**config.mk**
```make
export PLATFORM = sky130hd
export DESIGN_NAME = sr14_serial_ctrl
export DESIGN_NICKNAME = d
export VERILOG_FILES = /design/src/rtl/sr14_ctrl_pkg.sv /design/src/rtl/sr14_bit_timer.sv /design/src/rtl/sr14_serial_ctrl.sv
export SDC_FILE = /design/constraint.sdc
export NUM_CORES = 1
export LEC_CHECK = 0
export CAP_MARGIN = 20
export CORE_ASPECT_RATIO = 0.75
export CORE_MARGIN = 4
export CORE_UTILIZATION = 33
export DETAILED_ROUTE_END_ITERATION = 10
export PLACE_DENSITY = 0.81
export SLEW_MARGIN = 10
export SYNTH_ARGS = -nofsm -noshare
export SYNTH_HDL_FRONTEND = slang
export SYNTH_HIERARCHICAL = 1
export SYNTH_SLANG_ARGS = --single-unit
```
**constraint.sdc**
```tcl
create_clock -name clk -period 1.5 [get_ports clk]
set_input_delay 0.225 -clock clk [delete_from_list [all_inputs] [get_ports clk]]
set_output_delay 0.225 -clock clk [all_outputs]
set_load 0.01 [all_outputs]
```
**src/rtl/sr14_ctrl_pkg.sv**
```systemverilog
`default_nettype none
// ============================================================================
//  Module      : sr14_ctrl_pkg
//  Description : Shared constants and state encoding for the 14-bit serial
//                controller and its bit timer.
//  Revision    : 1.0 - initial release
// ============================================================================
package sr14_ctrl_pkg;

    localparam int SR_WIDTH  = 14;
    localparam int BIT_CNT_W = 4;

    // Index of the final bit of a frame, in bit-counter width
    localparam logic [BIT_CNT_W-1:0] LAST_BIT = BIT_CNT_W'(SR_WIDTH - 1);

    typedef enum logic [1:0] {
        ST_IDLE  = 2'd0,
        ST_SHIFT = 2'd1,
        ST_DONE  = 2'd2
    } state_t;

endpackage : sr14_ctrl_pkg
`default_nettype wire

```
**src/rtl/sr14_bit_timer.sv**
```systemverilog
`default_nettype none
// ============================================================================
//  Module      : sr14_bit_timer
//  Description : Serial-clock divider. Counts 0..2*CLK_DIV-1 while a frame is
//                shifting, drives sclk and the sample/shift strobes.
//  Revision    : 1.0 - initial release
// ============================================================================
module sr14_bit_timer #(
    parameter int CLK_DIV = 4
) (
    input  logic clk,
    input  logic resetn,
    input  logic run,
    output logic sclk,
    output logic sample_stb,
    output logic shift_stb
);

    localparam int DIV_W = (CLK_DIV > 1) ? $clog2(2 * CLK_DIV) : 1;
    localparam logic [DIV_W-1:0] C_HALF = DIV_W'(CLK_DIV);
    localparam logic [DIV_W-1:0] C_LAST = DIV_W'(2 * CLK_DIV - 1);

    logic [DIV_W-1:0] div_cnt_q;
    logic [DIV_W-1:0] div_cnt_d;

    // Divider advances only while running and wraps each bit period
    always_comb begin
        div_cnt_d = '0;
        if (run) begin
            div_cnt_d = (div_cnt_q == C_LAST) ? '0 : div_cnt_q + 1'b1;
        end
    end

    // Divider register with synchronous active-low reset
    always_ff @(posedge clk) begin
        if (!resetn) begin
            div_cnt_q <= '0;
        end else begin
            div_cnt_q <= div_cnt_d;
        end
    end

    // First half of each bit period is sclk low, second half high
    assign sclk       = run && (div_cnt_q >= C_HALF);
    assign sample_stb = run && (div_cnt_q == C_HALF);
    assign shift_stb  = run && (div_cnt_q == C_LAST);

endmodule : sr14_bit_timer
`default_nettype wire

```
**src/rtl/sr14_serial_ctrl.sv**
```systemverilog
`default_nettype none
// ============================================================================
//  Module      : sr14_serial_ctrl
//  Description : Full-duplex 14-bit serial controller driving an external
//                muxed shift register. MSB out first; received bits enter at
//                bit 0 so the first received bit ends up in bit 13.
//  Revision    : 1.0 - initial release
// ============================================================================
module sr14_serial_ctrl
    import sr14_ctrl_pkg::*;
#(
    parameter int CLK_DIV = 4
) (
    input  logic                clk,
    input  logic                resetn,
    input  logic [SR_WIDTH-1:0] tx_data,
    input  logic                tx_valid,
    output logic                tx_ready,
    output logic [SR_WIDTH-1:0] rx_data,
    output logic                rx_valid,
    output logic                sr_enable,
    output logic                sr_select,
    output logic [SR_WIDTH-1:0] sr_d,
    input  logic [SR_WIDTH-1:0] sr_q,
    output logic                sclk,
    output logic                cs_n,
    output logic                sdo,
    input  logic                sdi
);

    state_t                 state_q, state_d;
    logic [BIT_CNT_W-1:0]   bit_cnt_q, bit_cnt_d;
    logic                   sdi_q, sdi_d;
    logic [SR_WIDTH-1:0]    rx_data_q, rx_data_d;

    logic                   run;
    logic                   sample_stb;
    logic                   shift_stb;
    logic                   shift_bit;

    assign run = (state_q == ST_SHIFT);

    sr14_bit_timer #(
        .CLK_DIV    (CLK_DIV)
    ) u_bit_timer (
        .clk        (clk),
        .resetn     (resetn),
        .run        (run),
        .sclk       (sclk),
        .sample_stb (sample_stb),
        .shift_stb  (shift_stb)
    );

    // With CLK_DIV=1 the sample and shift cycles coincide, so the live sdi
    // value must bypass sdi_q or the shift would use the previous bit.
    assign shift_bit = sample_stb ? sdi : sdi_q;

    // Next-state and output decode for the IDLE/SHIFT/DONE controller
    always_comb begin
        state_d   = state_q;
        bit_cnt_d = bit_cnt_q;
        sdi_d     = sdi_q;
        rx_data_d = rx_data_q;
        tx_ready  = 1'b0;
        cs_n      = 1'b1;
        rx_valid  = 1'b0;
        sr_enable = 1'b0;
        sr_select = 1'b0;
        sr_d      = '0;
        case (state_q)
            ST_IDLE: begin
                tx_ready = 1'b1;
                if (tx_valid) begin
                    sr_enable = 1'b1;
                    sr_select = 1'b1;
                    sr_d      = tx_data;
                    state_d   = ST_SHIFT;
                end
            end
            ST_SHIFT: begin
                cs_n = 1'b0;
                if (sample_stb) begin
                    sdi_d = sdi;
                end
                if (shift_stb) begin
                    sr_enable = 1'b1;
                    sr_d      = {{(SR_WIDTH-1){1'b0}}, shift_bit};
                    if (bit_cnt_q == LAST_BIT) begin
                        bit_cnt_d = '0;
                        state_d   = ST_DONE;
                    end else begin
                        bit_cnt_d = bit_cnt_q + 1'b1;
                    end
                end
            end
            ST_DONE: begin
                rx_valid  = 1'b1;
                rx_data_d = sr_q;
                state_d   = ST_IDLE;
            end
            default: begin
                state_d = ST_IDLE;
            end
        endcase
        // Never touch the external register or flag data while held in reset
        if (!resetn) begin
            sr_enable = 1'b0;
            sr_select = 1'b0;
            sr_d      = '0;
            rx_valid  = 1'b0;
        end
    end

    // Controller state and datapath registers
    always_ff @(posedge clk) begin
        if (!resetn) begin
            state_q   <= ST_IDLE;
            bit_cnt_q <= '0;
            sdi_q     <= 1'b0;
            rx_data_q <= '0;
        end else begin
            state_q   <= state_d;
            bit_cnt_q <= bit_cnt_d;
            sdi_q     <= sdi_d;
            rx_data_q <= rx_data_d;
        end
    end

    assign rx_data = rx_data_q;
    assign sdo     = ~cs_n & sr_q[SR_WIDTH-1];

endmodule : sr14_serial_ctrl
`default_nettype wire

```
==> results.toml <==
[sta]
tightest_slew_ns = 0.252
slew_headroom_pct = 83.2
max_freq_ghz = 0.590
setup_viol = 22
layout_setup_ws_ns = -0.194
min_period_over_period_pct = 113
rsz0062_at_grt = "yes"
min_period_ns = 1.69
final_max_slew_viol_count = 0
finClkSkew_ns = 0.00328
fin_setup_tns_ns = -2.70
hold_viol = 0

[yosys]
synth_ff_type = "dfxtp_1"
syn-instance-count = 132
ys_types = 31
synth_area_leaders = "dfxtp_1, a21boi_0, nand2_1, and2_1, ha_1"
synthesis.area_um2 = 1140
synth_edf_count = 0
ys_ff_latch = 24
synthesis.nets = 167
yosys_warnings = 6
avgSynthCellArea_um2 = 8.65
synth_area_leader_cell = "dfxtp_1"
async_reset_ff_share_pct = 0
ys_seq_area_share_pct = 42.1
synth_top_area_share_pct = 42.1

[floorplanning]
fp.dieW_um = 75.9
die_y_um = 59.0
io_pins = 67
core_um2 = 3310
start_util_pct = 34.5
rows = 18
die_area_um2 = 4480

[run]
drv_cap = 0

[route]
wl_per_cell_um = 13.2
final_antenna_net_count = 0
routed_wirelength_um = 3390
vias = 1171
drt-pass1-iter-count = 4
drc = 0
viasPerCell = 4.56
drt_first_iter_violations = 49

[cells_and_area]
fillCellCount = 273
finalNonFillerCells = 257
layout_common_cells = "clkdlybuf4s50_1, nand2_1, buf_6, dfxtp_1, a21boi_0"
multiInputGateArea_um2 = 712
drive_above_1_share_pct = 35.9
num_antenna_cells = 0
finalInstanceArea_um2 = 2160
register_area_um2 = 485
syn_to_final_growth_pct = 89.5
layout_commonest_cell = "clkdlybuf4s50_1"
final_nets = 253

[clock_network]
cts_buffers = 3
clockRootBuffer = "clkbuf_8"
cts_max_path_buffers = 2
clock_latency_ns = 0.26
clock_sinks = 24
clkTransAtPathRegs_ns = 0.08
htreeDepth = 1
cts_tree = "built"

[worst_hold_path]
hold_path_depth = 2
worstHoldStart = "rx_data[4]"
min_path_type = "register to register"
worstHoldEndpoint = "rx_data[4]"

[grt]
first_global_vias = 1158
grt_use_total_pct = 14.2
grt.overflow.total = 0
grt_max_degree = 17
antenna_found_initial = 0
grt_first_pass_wirelength_um = 5220

[critical_path]
reg2reg_depth = 7
cp_data_required_time_ns = 1.27
r2r_end = "bit_cnt_q[2]"
crit_path_end_kind = "primary output"
cp-startpoint = "state_q[0]"
rrSetupSlack_ns = -0.09
worstPathArrival_ns = 1.47
r2r_start = "u_bit_timer/div_cnt_q[0]"
path_max_fanout = 8
critPathKind = "register to primary output"
start_kind = "register"

[place]
port-buffer-count = 66
dp_cells = 244
place.gp.congestion = 0.662
place_ws_ns = -0.546
place_hpwl_um = 2250
placed_area_um2 = 1920

[power_and_ir_drop]
p_leak_nw = 0.874
powerDensity_nw_per_um2 = 630
peakVddDrop_v = 0.000550

[outcome]
violations = "negative setup slack"
status = "finished, violations left"
[layout make-up]
cell class	instances	share of cell area, %
Timing Repair Buffer	88	39.0
Multi-Input combinational cell	97	32.9
Sequential cell	24	22.4
Clock buffer	4	2.54
Tap cell	40	2.31
Inverter	4	0.809
[kinds of logic after synthesis]
| kind of cell | Yosys count | share of synthesized area, % |
|---|---|---|
| AND/OR/NAND/NOR | 68 | 33.4 |
| flip-flops | 24 | 42.1 |
| AO/OA/AOI/OAI | 23 | 14.6 |
| buffers and inverters | 11 | 4.16 |
| adder cells (fa/ha/maj) | 3 | 3.29 |
| multiplexers | 2 | 1.75 |
| XOR/XNOR | 1 | 0.767 |
[layer usage]
layer | share of wire, % | up-vias | GRT usage (%) | wire, um
li1 | - | 603 | - | -
met1 | 44 | 536 | 17.7 | 1490
met2 | 50 | 32 | 24.8 | 1710
met3 | 5.6 | 0 | 4.89 | 191
met4 | 0 | 0 | 1.52 | 0
met5 | 0 | - | 0 | 0
[synth_stat cells (all sizes together) (2+ instances only)]
| cell type | instances |
|---|---|
| nor2b | 3 |
| inv | 4 |
| and4b | 3 |
| nor2 | 2 |
| ha | 3 |
| clkbuf | 2 |
| and3 | 2 |
| and4bb | 2 |
| dfxtp | 24 |
| and2 | 18 |
| a21boi | 15 |
| buf | 5 |
| nand2b | 2 |
| a21oi | 3 |
| mux2i | 2 |
| nand2 | 30 |
[worst max-delay path: stages, from the launching register on]
cell	delay, ns
dfxtp_2	0.33
buf_6	0.12
and4bb_4	0.36
buf_6	0.14
nand2_1	0.05
o21ai_1	0.06
buf_2	0.14
[worst max-delay path by stage]
stage / to / depth (start not counted)
after floorplan: bit_cnt_q[2] / 7
after detailed placement: sr_d[0] / 5
after global placement: sr_d[0] / 5
after CTS: sr_enable / 7
after global routing: sr_enable / 7
final: sr_d[0] / 6
[flip-flops by register name, summed over array words and instances (netlist names)]
signal	flops
state_q	2
u_bit_timer/div_cnt_q	3
bit_cnt_q	4
rx_data	14
sdi_q	1
[power breakdown]
part	internal, W	leakage, nW	total, W	switching [W]
sequential	0.000644	0.195	0.000649	0.00000535
combinational	0.000191	0.650	0.000283	0.0000926
clock	0.000234	0.0288	0.000432	0.000198
total	0.00107	0.874	0.00136	0.000296
[repair_timing]
action                     in CTS  in global routing
setup endpoints to repair      25                 24
pin swaps                      18                  2
hold buffers                    0                  0
gates resized for setup       107                 29
buffers inserted                6                  3
[per-stage QoR]
stage | hold slack, ns | total power (W) | utilization [%]
2_1_floorplan | 0.370 | 0.000729 | -
3_3_place_gp | 0.449 | 0.000891 | 58.1
3_5_place_dp | 0.457 | 0.000891 | 58.1
4_1_cts | 0.469 | 0.00135 | 62.1
5_1_grt | 0.488 | 0.00142 | 65.4
6_report | 0.453 | 0.00136 | 65.4
Note: power is estimated with default switching activity, not from simulation.
==> patch 1: new RTL, same flow settings <==
Make the reset (`resetn`) asynchronous in 2 clocked blocks. Comments in the files are not updated.
--- a/src/rtl/sr14_bit_timer.sv
+++ b/src/rtl/sr14_bit_timer.sv
@@ -32,7 +32,7 @@
     end
 
     // Divider register with synchronous active-low reset
-    always_ff @(posedge clk) begin
+    always_ff @(posedge clk or negedge resetn) begin
         if (!resetn) begin
             div_cnt_q <= '0;
         end else begin
--- a/src/rtl/sr14_serial_ctrl.sv
+++ b/src/rtl/sr14_serial_ctrl.sv
@@ -112,7 +112,7 @@
     end
 
     // Controller state and datapath registers
-    always_ff @(posedge clk) begin
+    always_ff @(posedge clk or negedge resetn) begin
         if (!resetn) begin
             state_q   <= ST_IDLE;
             bit_cnt_q <= '0;
Behaviour: differs if resetn is asserted again (counterexample within 4 cycles, from zero or initial values and one cycle with resetn low); with resetn held inactive, the same outputs for 10 cycles.
==> patch 1 against the original RTL <==
  * The flow still finishes with violations (setup timing)
  * Synthesized area grew 5.5%
  * Utilization shrank 1.3 points
  * Sequential cell count is the same
  * Worst setup slack lost 91 ps
  * Maximum frequency shrank 5.1%
  * Routed wire length grew 2.7%
  * Cell area grew 0.75%
  * Largest cell class unchanged
  * Highest routed layer is now met4
Power is not compared: it rests on default switching activity, and its combinational part moved more than twofold at a synthesized area within 25%.
==> patch 1: results (changes against the original RTL) <==
[placement]
place_hpwl_um = 2541  ; +13%
io_buffers = 66  ; unchanged
routabilityCongestion = 0.7730  ; +17%
dpl_cell_area_um2 = 2004  ; +4.2%
place_inst = 225  ; -7.8%
preCtsSetupSlack_ps = -605.2  ; -58.80 ps

[cts]
cts-htree-levels = 1  ; unchanged
cts_made_buffers = 3  ; unchanged
root_buffer = clkbuf_8

[final_layout]
drive_gt1_share_pct = 47.85  ; +12 points
largest_reg_flops = 14  ; unchanged
num_antenna_cells = 0  ; unchanged
layout.nets = 222  ; -12%

[pwr]
p_leak_nw = 1.032
pwr-share-clk_pct = 19.8
powerComb_w = 0.000822
p_sw_w = 0.0006399
p_int_w = 0.001525
peakVddDrop_uv = 789.8

[critical_path]
crit_fanout = 4  ; -4
cp.arrival_ps = 1560  ; +90 ps
r2r_slack_ps = -210  ; -120 ps

[sta]
hold_viol = 0  ; unchanged
fin_hold_ws_ps = 420.4  ; -32.92 ps
finalWorstSetupSlack_ps = -285.1  ; -90.65 ps
setup_viol = 24  ; +9.1%
skew_ps = 1.045  ; -2.231 ps
worstMarginPinSlew_ps = 283.1  ; +31.00 ps

[grt]
antenna_found_initial = 0  ; unchanged
first_global_vias = 1103  ; -4.7%
track_usage_pct = 14.69  ; +0.50 points
grt_pass1_wl_um = 5409  ; +3.6%
grt_max_degree = 15  ; -2

[detailed_routing]
drt_iter0_markers = 19  ; -61%
dr.pass1.iters = 4  ; unchanged
wl_per_cell_um = 14.74  ; +12%
wl_um = 3479  ; +2.7%
vias_per_cell = 4.445  ; -2.4%

[synthesis]
synth_area_leaders = dfrtp_1 50%, mux2_4 11%, and2_1 7.3%, mux2_2 5.6%, ha_1 3.1%
yosys_warnings = 6  ; unchanged
synth_nets = 134  ; -20%
synthCells = 99  ; -25%
synth_common_cells = 24 x dfrtp_1, 14 x and2_1, 9 x mux2_4
yosysUniqueCellTypes = 25  ; -19%
synthArstFlopShare_pct = 100.0  ; +100 points
ys_seq_area_share_pct = 49.84  ; +7.8 points

[hold_path]
hold_class = in2async

[outcome]
failed_checks = setup timing
outcome = complete, but fails checks

## patch 1: kinds of logic after synthesis
family          share of synthesized area (%)
simple gates                            19.42
flops                                   49.84
mux                                     18.48
buf+inv                                 4.776
compound gates                          3.634
fa+ha+maj                               3.116
xor+xnor                               0.7270
## patch 1: cell type report
type	instances	area, um^2
fillers	257	1220
repair buffers	86	783.3
multi-input cells	67	660.6
flip-flops and latches	24	600.6
well taps	50	62.56
clock buffers	4	55.05
inverters	5	18.77
## patch 1: what timing repair did
item / CTS / global route
hold buffers: 0 / 0
cloned: 1 / 0
setup buffers: 4 / 2
resized for setup: 103 / 26
endpoints found under the setup margin: 40 / 34
pin swaps: 15 / 12
## patch 1: metrics by stage
step	setup TNS [ps]	util, %
after floorplan	0	-
after global placement	-8929	58.94
after detailed placement	-10210	58.94
after CTS	-3133	60.67
after global routing	-5144	64.13
final	-3654	64.13
## patch 1: worst paths after layout
kind / from / cells past startpoint / to
setup / recovery: state_q[0] / 5 / sr_d[0]
hold / removal: resetn / 2 / u_bit_timer/div_cnt_q[2]
setup reg to reg: u_bit_timer/div_cnt_q[0] / 8 / bit_cnt_q[1]
hold reg to reg: rx_data[5] / 1 / rx_data[5]
max in group asynchronous: resetn / 2 / bit_cnt_q[2]
min in group clk: rx_data[5] / 1 / rx_data[5]
## patch 1: worst max-delay path: stages, from the launching register on
cell and delay [ps]:
dfrtp_1 410, and2b_2 240, and3_4 180, mux2i_2 150
o31ai_2 160, buf_2 160
## patch 1: per-layer routing
metal  GRT usage, %  part of all wire (%)
met4          5.584                  0.98
met5              0                     0
met3          2.671                   3.4
met2          26.83                    54
met1          17.66                    41
==> patch 2: new RTL, config.mk and constraints unchanged <==
Made on the original files. Set the package constant `BIT_CNT_W` to 5 (it was 4).
--- a/src/rtl/sr14_ctrl_pkg.sv
+++ b/src/rtl/sr14_ctrl_pkg.sv
@@ -8,7 +8,7 @@
 package sr14_ctrl_pkg;
 
     localparam int SR_WIDTH  = 14;
-    localparam int BIT_CNT_W = 4;
+    localparam int BIT_CNT_W = 5;
 
     // Index of the final bit of a frame, in bit-counter width
     localparam logic [BIT_CNT_W-1:0] LAST_BIT = BIT_CNT_W'(SR_WIDTH - 1);
Formal check against the unedited RTL: no difference found for any inputs over 10 cycles, from zero or initial values and one cycle with resetn low; that may be too few to reach the edited logic, so the function may still have changed.
==> patch 2 against the original RTL <==
  * The flow still finishes with violations (setup timing)
  * Synthesized cell count grew 7.6%
  * Sequential cell count grew 1
  * Cell area grew 4.7%
  * Routed wire length grew 9.4%
  * Synthesized area is 3.1% higher
  * Worst setup slack got worse by 94 ps
  * Power grew 0.18%
  * Critical path type unchanged
  * Highest routed layer is now met4
==> patch 2: results (changes against the original RTL) <==
[critical_path]
crit_slowest_cell = dfxtp_4
cp.arrival_ps = 1560  ; +90 ps

[pwr]
netSwitchingFraction_pct = 22.40  ; +0.69 points
peakVddDrop_uv = 596.0  ; +8.3%
p_leak_nw = 0.9199  ; +5.2%

[outcome]
outcome = complete, but fails checks
failed_checks = setup timing

[grt]
grt_max_degree = 20  ; +3
grt_use_met3_pct = 5.723  ; +0.83 points
use_met1_pct = 18.53  ; +0.87 points
track_usage_pct = 14.71  ; +0.52 points
grt_pass1_wl_um = 5451  ; +4.4%
first_global_vias = 1194  ; +3.1%

[final_layout]
final_cells = 269  ; +4.7%
drive_gt1_share_pct = 36.68  ; +0.74 points

[synthesis]
synth_nets = 179  ; +7.2%
yosysUniqueCellTypes = 33  ; +6.5%
ys_seq_area_share_pct = 42.51  ; +0.45 points
synth_area_leaders = dfxtp_1 43%, nand2_1 11%, and2_1 7.4%, a21oi_1 6.4%, ha_1 5.3%
syn_area_per_cell_um2 = 8.291  ; -4.2%
synth_common_cells = 33 x nand2_1, 25 x dfxtp_1, 15 x a21oi_1

[sta]
worstMarginPinSlew_ps = 244.0  ; -8.099 ps
setup_viol = 21  ; -4.5%
finalWorstSetupSlack_ps = -288.8  ; -94.32 ps
skew_ps = 2.133  ; -1.143 ps
tns_ps = -2213  ; +486.0 ps

[detailed_routing]
vias_per_cell = 4.758  ; +4.4%
wl_per_cell_um = 13.78  ; +4.5%
drt_iter0_markers = 16  ; -67%

[placement]
routabilityCongestion = 0.7710  ; +17%
preCtsSetupSlack_ps = -615.8  ; -69.37 ps
dpl_cell_area_um2 = 1981  ; +2.9%
place_hpwl_um = 2366  ; +5.2%

[hold_path]
hold_class = reg2reg
hold_path_depth = 2  ; unchanged

-- patch 2: cell count changes after synthesis, sizes merged, moves of 2 or more --
cell / unedited run / this run
a21oi: 3 / 15
a21boi: 15 / 1
nand2: 30 / 33
and2: 18 / 16
nand4: 0 / 2
inv: 4 / 6
nand2b: 2 / 5
ha: 3 / 5
clkbuf: 2 / 4
-- patch 2: final timing paths --
check	from	end	slack [ps]
worst max-delay path	u_bit_timer/div_cnt_q[0]	sr_d[0]	-290
worst min-delay path	rx_data[3]	rx_data[3]	450
worst max register to register	u_bit_timer/div_cnt_q[1]	bit_cnt_q[3]	-110
worst min register to register	rx_data[3]	rx_data[3]	450
-- patch 2: stage by stage --
stage / util [%] / hold slack, ps
CTS: 63.16 / 457.5
detailed placement: 59.02 / 446.5
floorplan: - / 361.0
global route: 67.52 / 473.9
finish: 67.52 / 454.4
global placement: 59.02 / 441.7
-- patch 2: cell type report --
cell class              count  share of cell area, %
repair buffers             89                  37.77
multi-input cells         105                  34.51
flip-flops and latches     25                  22.53
well taps                  40                  2.209
clock buffers               4                  1.988
inverters                   6                 0.9939
-- patch 2: worst reg2reg max path, delay by kind of cell, from the launching register on --
family	cells	cell delay (ps)
compound gates	1	190
fa+ha+maj	2	260
buf+inv	1	100
flops	1	360
simple gates	3	630
-- patch 2: what timing repair did --
action                                  in CTS  in global routing
gates resized for setup                     95                 40
pin swaps                                   15                 14
endpoints found under the setup margin      26                 26
gates cloned                                 2                  0
buffers inserted                             8                  4
hold endpoints to repair                     0                  0
-- patch 2: routing by layer --
layer / vias up / wire [um]
li1: 654 / -
met1: 573 / 1637
met2: 49 / 1733
met3: 4 / 308
met4: 0 / 27
met5: - / 0
-- patch 2: cells by family (layout without fill, tap and decap cells) --
family / after synthesis / in the layout / synth area share, %
AND/OR/NAND/NOR: 72 / 74 / 33.58
flip-flops: 25 / 25 / 42.51
AO/OA/AOI/OAI: 24 / 24 / 12.01
buffers and inverters: 14 / 99 / 4.887
adder cells (fa/ha/maj): 5 / 5 / 5.313
multiplexers: 2 / 2 / 1.700
-- patch 2: power groups by stage --
stage          logic (W)  registers (W)  clock network [W]
2_1_floorplan  0.0000752       0.000690                  0
3_3_place_gp    0.000232       0.000689                  0
3_5_place_dp    0.000233       0.000689                  0
4_1_cts         0.000261       0.000675           0.000401
5_1_grt         0.000328       0.000675           0.000427
6_report        0.000307       0.000673           0.000387
